--- src/rtl/multicycle_controller.sv ---
// Control unit for the multicycle RV32I core: Moore sequencing FSM plus
// combinational ALU-control and immediate-format decoders.
module multicycle_controller #(
  parameter int STATE_W = 4
) (
  input  logic               clk,
  input  logic               reset,
  input  logic [6:0]         op,
  input  logic [2:0]         funct3,
  input  logic               funct7b5,
  input  logic               Zero,
  output logic               PCWrite,
  output logic               AdrSrc,
  output logic               MemWrite,
  output logic               IRWrite,
  output logic [1:0]         ResultSrc,
  output logic [1:0]         ALUSrcA,
  output logic [1:0]         ALUSrcB,
  output logic [2:0]         ALUControl,
  output logic [1:0]         ImmSrc,
  output logic               RegWrite,
  output logic [STATE_W-1:0] State
);

  typedef enum logic [STATE_W-1:0] {
    FETCH    = STATE_W'(0),
    DECODE   = STATE_W'(1),
    MEMADR   = STATE_W'(2),
    MEMREAD  = STATE_W'(3),
    MEMWB    = STATE_W'(4),
    MEMWRITE = STATE_W'(5),
    EXECR    = STATE_W'(6),
    ALUWB    = STATE_W'(7),
    EXECI    = STATE_W'(8),
    JAL      = STATE_W'(9),
    BEQ      = STATE_W'(10)
  } state_t;

  localparam logic [6:0] OP_LW   = 7'b0000011;
  localparam logic [6:0] OP_SW   = 7'b0100011;
  localparam logic [6:0] OP_R    = 7'b0110011;
  localparam logic [6:0] OP_I    = 7'b0010011;
  localparam logic [6:0] OP_JAL  = 7'b1101111;
  localparam logic [6:0] OP_BEQ  = 7'b1100011;

  state_t     state_reg;
  state_t     state_next;
  logic       pc_update;
  logic       branch;
  logic [1:0] alu_op;

  always_ff @(posedge clk) begin
    if (reset) state_reg <= FETCH;
    else       state_reg <= state_next;
  end

  always_comb begin
    state_next = FETCH;
    case (state_reg)
      FETCH:  state_next = DECODE;
      DECODE: begin
        case (op)
          OP_LW, OP_SW: state_next = MEMADR;
          OP_R:         state_next = EXECR;
          OP_I:         state_next = EXECI;
          OP_JAL:       state_next = JAL;
          OP_BEQ:       state_next = BEQ;
          default:      state_next = FETCH;
        endcase
      end
      MEMADR:  state_next = (op == OP_LW) ? MEMREAD : MEMWRITE;
      MEMREAD: state_next = MEMWB;
      EXECR:   state_next = ALUWB;
      EXECI:   state_next = ALUWB;
      JAL:     state_next = ALUWB;
      default: state_next = FETCH;
    endcase
  end

  // Moore control word; reset overrides with FETCH datapath selects and no enables.
  always_comb begin
    pc_update = 1'b0;
    branch    = 1'b0;
    AdrSrc    = 1'b0;
    MemWrite  = 1'b0;
    IRWrite   = 1'b0;
    ResultSrc = 2'b00;
    ALUSrcA   = 2'b00;
    ALUSrcB   = 2'b00;
    alu_op    = 2'b00;
    RegWrite  = 1'b0;
    case (state_reg)
      FETCH: begin
        IRWrite   = 1'b1;
        ALUSrcB   = 2'b10;
        ResultSrc = 2'b10;
        pc_update = 1'b1;
      end
      DECODE: begin
        ALUSrcA = 2'b01;
        ALUSrcB = 2'b01;
      end
      MEMADR: begin
        ALUSrcA = 2'b10;
        ALUSrcB = 2'b01;
      end
      MEMREAD: AdrSrc = 1'b1;
      MEMWB: begin
        ResultSrc = 2'b01;
        RegWrite  = 1'b1;
      end
      MEMWRITE: begin
        AdrSrc   = 1'b1;
        MemWrite = 1'b1;
      end
      EXECR: begin
        ALUSrcA = 2'b10;
        alu_op  = 2'b10;
      end
      ALUWB: RegWrite = 1'b1;
      EXECI: begin
        ALUSrcA = 2'b10;
        ALUSrcB = 2'b01;
        alu_op  = 2'b10;
      end
      JAL: begin
        ALUSrcA   = 2'b01;
        ALUSrcB   = 2'b10;
        pc_update = 1'b1;
      end
      BEQ: begin
        ALUSrcA = 2'b10;
        alu_op  = 2'b01;
        branch  = 1'b1;
      end
      default: ;
    endcase
    if (reset) begin
      pc_update = 1'b0;
      branch    = 1'b0;
      AdrSrc    = 1'b0;
      MemWrite  = 1'b0;
      IRWrite   = 1'b0;
      RegWrite  = 1'b0;
      ResultSrc = 2'b10;
      ALUSrcA   = 2'b00;
      ALUSrcB   = 2'b10;
      alu_op    = 2'b00;
    end
  end

  assign PCWrite = pc_update | (branch & Zero);

  // op[5] separates R-type from I-type, so I-type funct7 bits never select subtract.
  always_comb begin
    ALUControl = 3'b000;
    case (alu_op)
      2'b01: ALUControl = 3'b001;
      2'b10: begin
        case (funct3)
          3'b000:  ALUControl = (op[5] & funct7b5) ? 3'b001 : 3'b000;
          3'b010:  ALUControl = 3'b101;
          3'b110:  ALUControl = 3'b011;
          3'b111:  ALUControl = 3'b010;
          default: ALUControl = 3'b000;
        endcase
      end
      default: ALUControl = 3'b000;
    endcase
  end

  always_comb begin
    ImmSrc = 2'b00;
    case (op)
      OP_SW:   ImmSrc = 2'b01;
      OP_BEQ:  ImmSrc = 2'b10;
      OP_JAL:  ImmSrc = 2'b11;
      default: ImmSrc = 2'b00;
    endcase
  end

  assign State = state_reg;

endmodule

--- config.mk ---
export PLATFORM = sky130hd
export DESIGN_NAME = multicycle_controller
export DESIGN_NICKNAME = d
export VERILOG_FILES = /design/src/rtl/multicycle_controller.sv
export SDC_FILE = /design/constraint.sdc
export NUM_CORES = 1
export LEC_CHECK = 0
export ABC_CLOCK_PERIOD_IN_PS = 1700
export CAP_MARGIN = 0
export CORE_UTILIZATION = 35
export DETAILED_ROUTE_END_ITERATION = 6
export GPL_TIMING_DRIVEN = 1
export PLACE_DENSITY = 0.8
export SLEW_MARGIN = 20
export SYNTH_ARGS = -nofsm -noshare
export SYNTH_HDL_FRONTEND = slang
export SYNTH_SLANG_ARGS = --single-unit
--- constraint.sdc ---
create_clock -name clk -period 1.7 [get_ports clk]
set_input_delay 0.17 -clock clk [delete_from_list [all_inputs] [get_ports clk]]
set_output_delay 0.17 -clock clk [all_outputs]
set_load 0.05 [all_outputs]
==> results of run 1 <==
[final cells by class]
| class | count | area share |
|---|---|---|
| well taps | 16 | 0.01427 |
| flip-flops and latches | 4 | 0.06780 |
| inverters | 4 | 0.01070 |
| repair buffers | 51 | 0.4549 |
| clock buffers | 4 | 0.01873 |
| multi-input cells | 72 | 0.4335 |
[cell usage in the layout, fill, tap and decap left out, types with 2 or more instances in the layout]
master	netlist	final
nor2_2	0	3
xor2_1	2	2
nand2b_1	3	2
nor3_1	7	4
dfxtp_4	0	4
nor3_2	1	3
o21ai_1	2	2
a21o_1	2	2
o41ai_1	2	2
clkdlybuf4s50_1	0	12
buf_12	0	15
and3_1	3	2
inv_1	4	4
nand2_2	0	3
a31oi_1	3	2
nand2_1	8	4
clkbuf_4	0	3
nor2_1	9	4
buf_6	1	3
nor2_4	0	2
buf_4	1	18
a21oi_1	3	3
nand3_1	3	2
and2_1	3	2
[stage by stage]
stage                     std cells  utilization  instance area [um2]  setup WS, ns  TNS (ns)
final                           151       0.9099                 1403       -0.1289   -0.2834
after global routing            151       0.9099                 1403       -0.1881   -0.6152
after CTS                       149       0.8791                 1355       -0.1169   -0.2033
after detailed placement        141       0.8174                 1260      -0.09419   -0.1836
after global placement          141       0.8174                 1260      -0.05673  -0.08457
after floorplan                  86            -                735.7       -0.2532   -0.6685
[per-layer routing]
layer | up-vias | GRT usage | wire length [um]
met5 | - | 0 | 0
met4 | 0 | 0.1313 | 92
met3 | 14 | 0.03830 | 161
met2 | 54 | 0.5606 | 1394
met1 | 438 | 0.3564 | 1055
li1 | 421 | - | -
[how the worst max path moves through the flow]
stage,start,end,slack (ns),depth (start not counted)
floorplan,State[1],ALUControl[2],-0.25,6
global placement,reset,ALUControl[2],-0.06,6
detailed placement,reset,ALUControl[2],-0.09,6
CTS,State[2],ALUControl[2],-0.12,8
global route,State[1],ALUControl[2],-0.19,7
finish,State[2],ALUControl[2],-0.13,7
[power by group through the flow]
stage	logic [mW]	registers [mW]	clock network (mW)
floorplan	0.107	0.106	0
global placement	0.215	0.0992	0
detailed placement	0.221	0.0993	0
CTS	0.225	0.0962	0.140
global route	0.242	0.0968	0.145
finish	0.233	0.0967	0.130
[critical path, delay by kind of cell, from the launching register on]
| kind | cells | cell delay (ns) |
|---|---|---|
| AND/OR/NAND/NOR | 4 | 0.61 |
| flip-flops | 1 | 0.36 |
| adder cells (fa/ha/maj) | 1 | 0.20 |
| buffers and inverters | 1 | 0.18 |
| AO/OA/AOI/OAI | 1 | 0.07 |
[repair_timing]
item / CTS / global route
pin swaps: 8 / 2
setup endpoints to repair: 7 / 5
resized for setup: 13 / 7
cloned: 0 / 0
buffers inserted: 4 / 2
[kinds of logic (layout without fill, tap and decap cells)]
logic type,after synthesis,count (layout),share of synthesized area
AOI/OAI and AO/OA,21,21,0.2543
xor gates and xnor gates,3,3,0.04488
adders and majority gates,2,2,0.04273
buffers and inverters,10,59,0.08761
DFF,4,4,0.1368
and+or+nand+nor,46,46,0.4338
==> impl_metrics.yaml, run 1 <==
cts:
  clk_path_buf_depth: 2
  cts_hold_buf: 0
  cts.clk_slew.worst_paths_ns: 0.04
  cts.sinks: 4
  htree_levels: 1
  clkLatencyLatePin_ns: 0.24
  cts_tree: "yes"
  cts-buffers-inserted: 3
  cts_root_buf: "clkbuf_4"
cells_and_area:
  n_fill_cell: 72
  multiInputGateArea_um2: 608.1
  regArea_um2: 95.09
  largest_reg_flops: 4
  diodes: 0
  syn2layout_area_growth_pct: 139.5
  nNetsFinal: 152
  drive_gt1_frac: 0.5333
flow_run:
  cap_violations: 0
worst_setup_path:
  max_stage_delay_ns: 0.36
  rr_startpoint: "State[0]"
  worst_r2r_endpoint: "State[2]"
  crit_type: "flip-flop to primary output"
  reg2reg_depth: 5
  end_kind: "primary output"
  cp.required_ns: 1.53
  worst_setup_path_start_kind: "flip-flop"
  cp_max_fo: 5
  ff2ff_setup_slack_ns: 0.16
  cpMaxStageDelayCell: "dfxtp_4"
  path_cells: "nor2_4, nand2_2, o21ai_2, and2_4, ha_4, nor4_4, buf_12"
  crit_arrival_ns: 1.66
synthesis:
  synth_area_um2: 585.6
  synth_top_area_cell: "dfxtp_1"
  synth_edf_count: 0
  ys_top_cells_by_count: "nor2_1, nand2_1, nor3_1, dfxtp_1, inv_1"
  syn_nets: 102
  ys_warn_count: 0
  synth_flop_cell: "dfxtp_1"
  yosysMostFrequentCell: "nor2_1"
  async_flop_share: 0
  synth.area.top_cells: "dfxtp_1, nor3_1, nor2_1, nand2_1, ha_1"
  netlist_instances: 86
  synth_top_cell_area_share: 0.1368
  yosys_register_bits: 4
  synth_area_per_cell_um2: 6.809
  synth.distinct_cells: 39
  yosysSeqAreaShare: 0.1368
power:
  switching_power_mw: 0.1695
  leakagePower_nw: 0.5719
  power_density_nw_per_um2: 327.9
  peakVddDrop_v: 0.0003516
  p_clk_frac: 0.283
  swShare: 0.3685
  fin_total_pwr_mw: 0.4599
  comb_power_share: 0.507
  p_int_mw: 0.2904
  power_frac_seq: 0.210
worst_hold_path:
  hold_path_end: "State[1]"
  min-delay-start: "reset"
  min_path_type: "input port to flip-flop"
  worstHoldPathCells: 3
global_route:
  grt_pass1_wl_mm: 4.264
  antenna_found_initial: 0
  grt_usage: 0.3092
  grt_max_degree: 14
  grt_pass1_vias: 918
  grt_overflow: 0
place:
  place.detailed.hpwl_mm: 1.786
  io_buffers: 33
  gp_congestion: 0.8645
sta:
  whs_ns: 0.5707
  skew_ns: 0.007033
  worst_slack_ns: -0.1289
  fmax_mhz: 546.8
  setup_violations: 3
  worst_slew_pin_slew_ns: 0.4778
  period_minus_slack_ns: 1.829
  relSlewSlack: 0.6809
  rsz0062_at_grt: "true"
  timing.final.hold_violations: 0
  final_max_slew_viol_count: 0
  fin_crit_sh: 1.076
die:
  rows: 14
  die_h_um: 42.90
  dieArea_um2: 1840
  io_pins: 34
  core_area_um2: 1541
  initial_core_util: 0.3799
  dieWidth_um: 42.90
drt:
  vias_per_cell: 6.139
  first_pass_iters: 4
  routedWlPerCell_um: 17.90
  dr.first_iter.drc_count: 43
  drc: 0
  postRouteAntennaNets: 0
  dr_total_vias: 927
  wl_mm: 2.703
status:
  violations: "setup timing"
  run_status: "complete, but fails checks"
(Power assumes the default switching activity.)
==> run 2: changes to the inputs <==
--- a/config.mk
+++ b/config.mk
@@ -7,10 +7,12 @@
 export LEC_CHECK = 0
 export ABC_CLOCK_PERIOD_IN_PS = 1700
 export CAP_MARGIN = 0
+export CORE_MARGIN = 5
 export CORE_UTILIZATION = 35
 export DETAILED_ROUTE_END_ITERATION = 6
 export GPL_TIMING_DRIVEN = 1
 export PLACE_DENSITY = 0.8
+export SKIP_LAST_GASP = 1
 export SLEW_MARGIN = 20
 export SYNTH_ARGS = -nofsm -noshare
 export SYNTH_HDL_FRONTEND = slang
==> impl_metrics.yaml, run 2 <==
cts:
  cts.sinks: 4
  clk_path_buf_depth: 2
  cts_root_buf: "clkbuf_4"
  htree_levels: 1
  cts_hold_buf: 0
  cts-buffers-inserted: 3
status:
  firstError: "[ERROR DPL-0033] detailed placement checks failed during check placement."
  run_status: "aborted with a tool error"
  stop_stage: "5_1_grt"
synthesis:
  synth_area_per_cell_um2: 6.809
  synth_flop_cell: "dfxtp_1"
  syn_nets: 102
  yosysMostFrequentCell: "nor2_1"
  netlist_instances: 86
  synth_edf_count: 0
  synth_area_um2: 585.6
  yosys_register_bits: 4
  synth_top_area_cell: "dfxtp_1"
  synth.distinct_cells: 39
  synth.area.top_cells: "dfxtp_1, nor3_1, nor2_1, nand2_1, ha_1"
  async_flop_share: 0
  ys_warn_count: 0
  synth_top_cell_area_share: 0.1368
  yosysSeqAreaShare: 0.1368
  ys_top_cells_by_count: "nor2_1, nand2_1, nor3_1, dfxtp_1, inv_1"
place:
  place_ws_ns: -0.09271
  gp_congestion: 0.8208
  io_buffers: 33
  place.detailed.hpwl_mm: 1.865
die:
  rows: 14
  die_h_um: 50.90
  dieWidth_um: 50.90
  io_pins: 34
  initial_core_util: 0.3799
global_route:
  grt_max_degree: 14
  antenna_found_initial: 0
sta:
  worst_endpoint_kind: "primary output"
  crit_endpoint: "ALUControl[2]"
## run 2: through the flow
| stage | TNS, ns | cell area (um2) | std cells |
|---|---|---|---|
| after CTS | -0.2977 | 1415 | 153 |
| after floorplan | -0.6685 | 735.7 | 86 |
| after global placement | -0.06699 | 1237 | 138 |
| after detailed placement | -0.1947 | 1237 | 138 |
## run 2: what timing repair did
item / in CTS
hold endpoints to repair: 0
buffers inserted: 11
gates cloned: 0
gates resized for setup: 17
pin swaps: 7
endpoints found under the setup margin: 7
## run 2: cell families after synthesis
| family | count (synthesis) | synth area share |
|---|---|---|
| buffers and inverters | 10 | 0.08761 |
| AOI/OAI and AO/OA | 21 | 0.2543 |
| and+or+nand+nor | 46 | 0.4338 |
| adders and majority gates | 2 | 0.04273 |
| xor gates and xnor gates | 3 | 0.04488 |
| DFF | 4 | 0.1368 |
==> run 3: changes to the inputs <==
--- a/config.mk
+++ b/config.mk
@@ -7,11 +7,11 @@
 export LEC_CHECK = 0
 export ABC_CLOCK_PERIOD_IN_PS = 1700
 export CAP_MARGIN = 0
-export CORE_MARGIN = 5
-export CORE_UTILIZATION = 35
+export CORE_AREA = 5 5 66 68
 export DETAILED_ROUTE_END_ITERATION = 6
+export DIE_AREA = 0 0 71 73
 export GPL_TIMING_DRIVEN = 1
-export PLACE_DENSITY = 0.8
+export PLACE_DENSITY_LB_ADDON = 0.15
 export SKIP_LAST_GASP = 1
 export SLEW_MARGIN = 20
 export SYNTH_ARGS = -nofsm -noshare
==> impl_metrics.yaml, run 3 (synthesis gave the netlist of run 1 again) <==
global_route:
  grt_max_degree: 17
  grt_pass1_vias: 850
  antenna_found_initial: 0
  grt_overflow: 0
  grt_usage: 0.08679
  gr-usage-met3: 0.01102
  met2_usage: 0.1535
  busiest_layer: "met2"
  met1_usage: 0.1053
  grt_pass1_wl_mm: 3.719
cts:
  cts.sinks: 4
  cts_hold_buf: 0
  clkLatencyLatePin_ns: 0.22
  clk_path_buf_depth: 2
  cts_root_buf: "clkbuf_8"
  htree_levels: 1
  cts-buffers-inserted: 3
  cts.clk_slew.worst_paths_ns: 0.03
  cts_tree: "yes"
power:
  peakVddDrop_v: 0.0001719
  power_density_nw_per_um2: 360.1
  leakagePower_nw: 0.5911
drt:
  wl_mm: 2.258
  dr.first_iter.drc_count: 24
  routedWlPerCell_um: 12.21
  vias_per_cell: 4.416
  drc: 0
  first_pass_iters: 4
  postRouteAntennaNets: 0
  dr_total_vias: 817
cells_and_area:
  diodes: 0
  drive_gt1_frac: 0.5481
  final_common_cell: "buf_4"
  final_cell_mix: "buf_4, buf_12, clkdlybuf4s50_1"
  largest_reg_flops: 4
  nNetsFinal: 152
  syn2layout_area_growth_pct: 154.1
status:
  run_status: "complete, but fails checks"
  violations: "setup timing"
worst_setup_path:
  crit_arrival_ns: 1.59
  cp_max_fo: 4
  worst_setup_path_start_kind: "flip-flop"
  crit_type: "flip-flop to primary output"
  cp.required_ns: 1.53
  end_kind: "primary output"
sta:
  fmax_mhz: 567.2
  timing.final.hold_violations: 0
  tns_ns: -0.06316
  final_max_slew_viol_count: 0
  relSlewSlack: 0.7660
  rsz0062_at_grt: "true"
  worst_slack_ns: -0.06316
  skew_ns: 0.004397
  whs_ns: 0.5261
  period_minus_slack_ns: 1.763
  setup_violations: 1
  fin_crit_sh: 1.037
  worst_slew_pin_slew_ns: 0.3484
die:
  die_h_um: 73
  dieWidth_um: 71
  rows: 23
  dieArea_um2: 5183
  core_area_um2: 3799
  io_pins: 34
  initial_core_util: 0.1542
flow_run:
  cap_violations: 0
worst_hold_path:
  min_path_type: "input port to flip-flop"
place:
  io_buffers: 33
  gp_congestion: 0.7707
  place.detailed.hpwl_mm: 1.811
[run 3: report_power, final]
| part | internal, mW | switching (mW) | leakage [nW] |
|---|---|---|---|
| Clock | 0.160 | 0.0497 | 0.0228 |
| Combinational | 0.113 | 0.118 | 0.533 |
| Sequential | 0.0924 | 0.00265 | 0.0355 |
[run 3: metrics by stage]
stage | instances | setup WS [ns] | util | power [mW] | instance area, um2
2_1_floorplan | 86 | -0.2532 | - | 0.2128 | 735.7
3_3_place_gp | 176 | -0.1372 | 0.3449 | 0.3207 | 1310
3_5_place_dp | 176 | -0.1306 | 0.3449 | 0.3217 | 1310
4_1_cts | 185 | -0.06472 | 0.3748 | 0.5412 | 1424
5_1_grt | 185 | -0.1586 | 0.3916 | 0.5632 | 1488
6_report | 185 | -0.06316 | 0.3916 | 0.5357 | 1488
[run 3: layer usage]
layer	up-vias	share of wire
met3	2	0.041
met4	0	0.0062
li1	417	-
met5	-	0
met1	380	0.40
met2	18	0.55
[run 3: worst max-delay path: stages (launching register included)]
cell and delay [ns]:
dfxtp_4 0.35, nor2_4 0.11, nand2_2 0.06, o21ai_2 0.07, and2_4 0.17, ha_4 0.14
nand2_4 0.05, nor4_4 0.26, buf_12 0.18
[run 3: layout make-up]
cell class | count | area, um2
Inverter | 4 | 15.01
Sequential cell | 4 | 95.09
Fill cell | 404 | 2311
Clock buffer | 4 | 45.04
Multi-Input combinational cell | 72 | 624.3
Tap cell | 50 | 62.56
Timing Repair Buffer | 51 | 645.6
[run 3: final timing paths]
check / startpoint / endpoint / slack (ns) / cells after the start
max reg2reg: State[2] / State[2] / 0.16 / 6
min: op[5] / State[1] / 0.53 / 5
min reg2reg: State[1] / State[1] / 0.65 / 2
max: State[2] / ALUControl[2] / -0.06 / 8
[run 3: timing repair]
action / 4_1_cts / 5_1_grt
setup buffers: 5 / 0
endpoints found under the setup margin: 5 / 9
gates cloned: 0 / 0
resized for setup: 11 / 13
pin swaps: 7 / 7
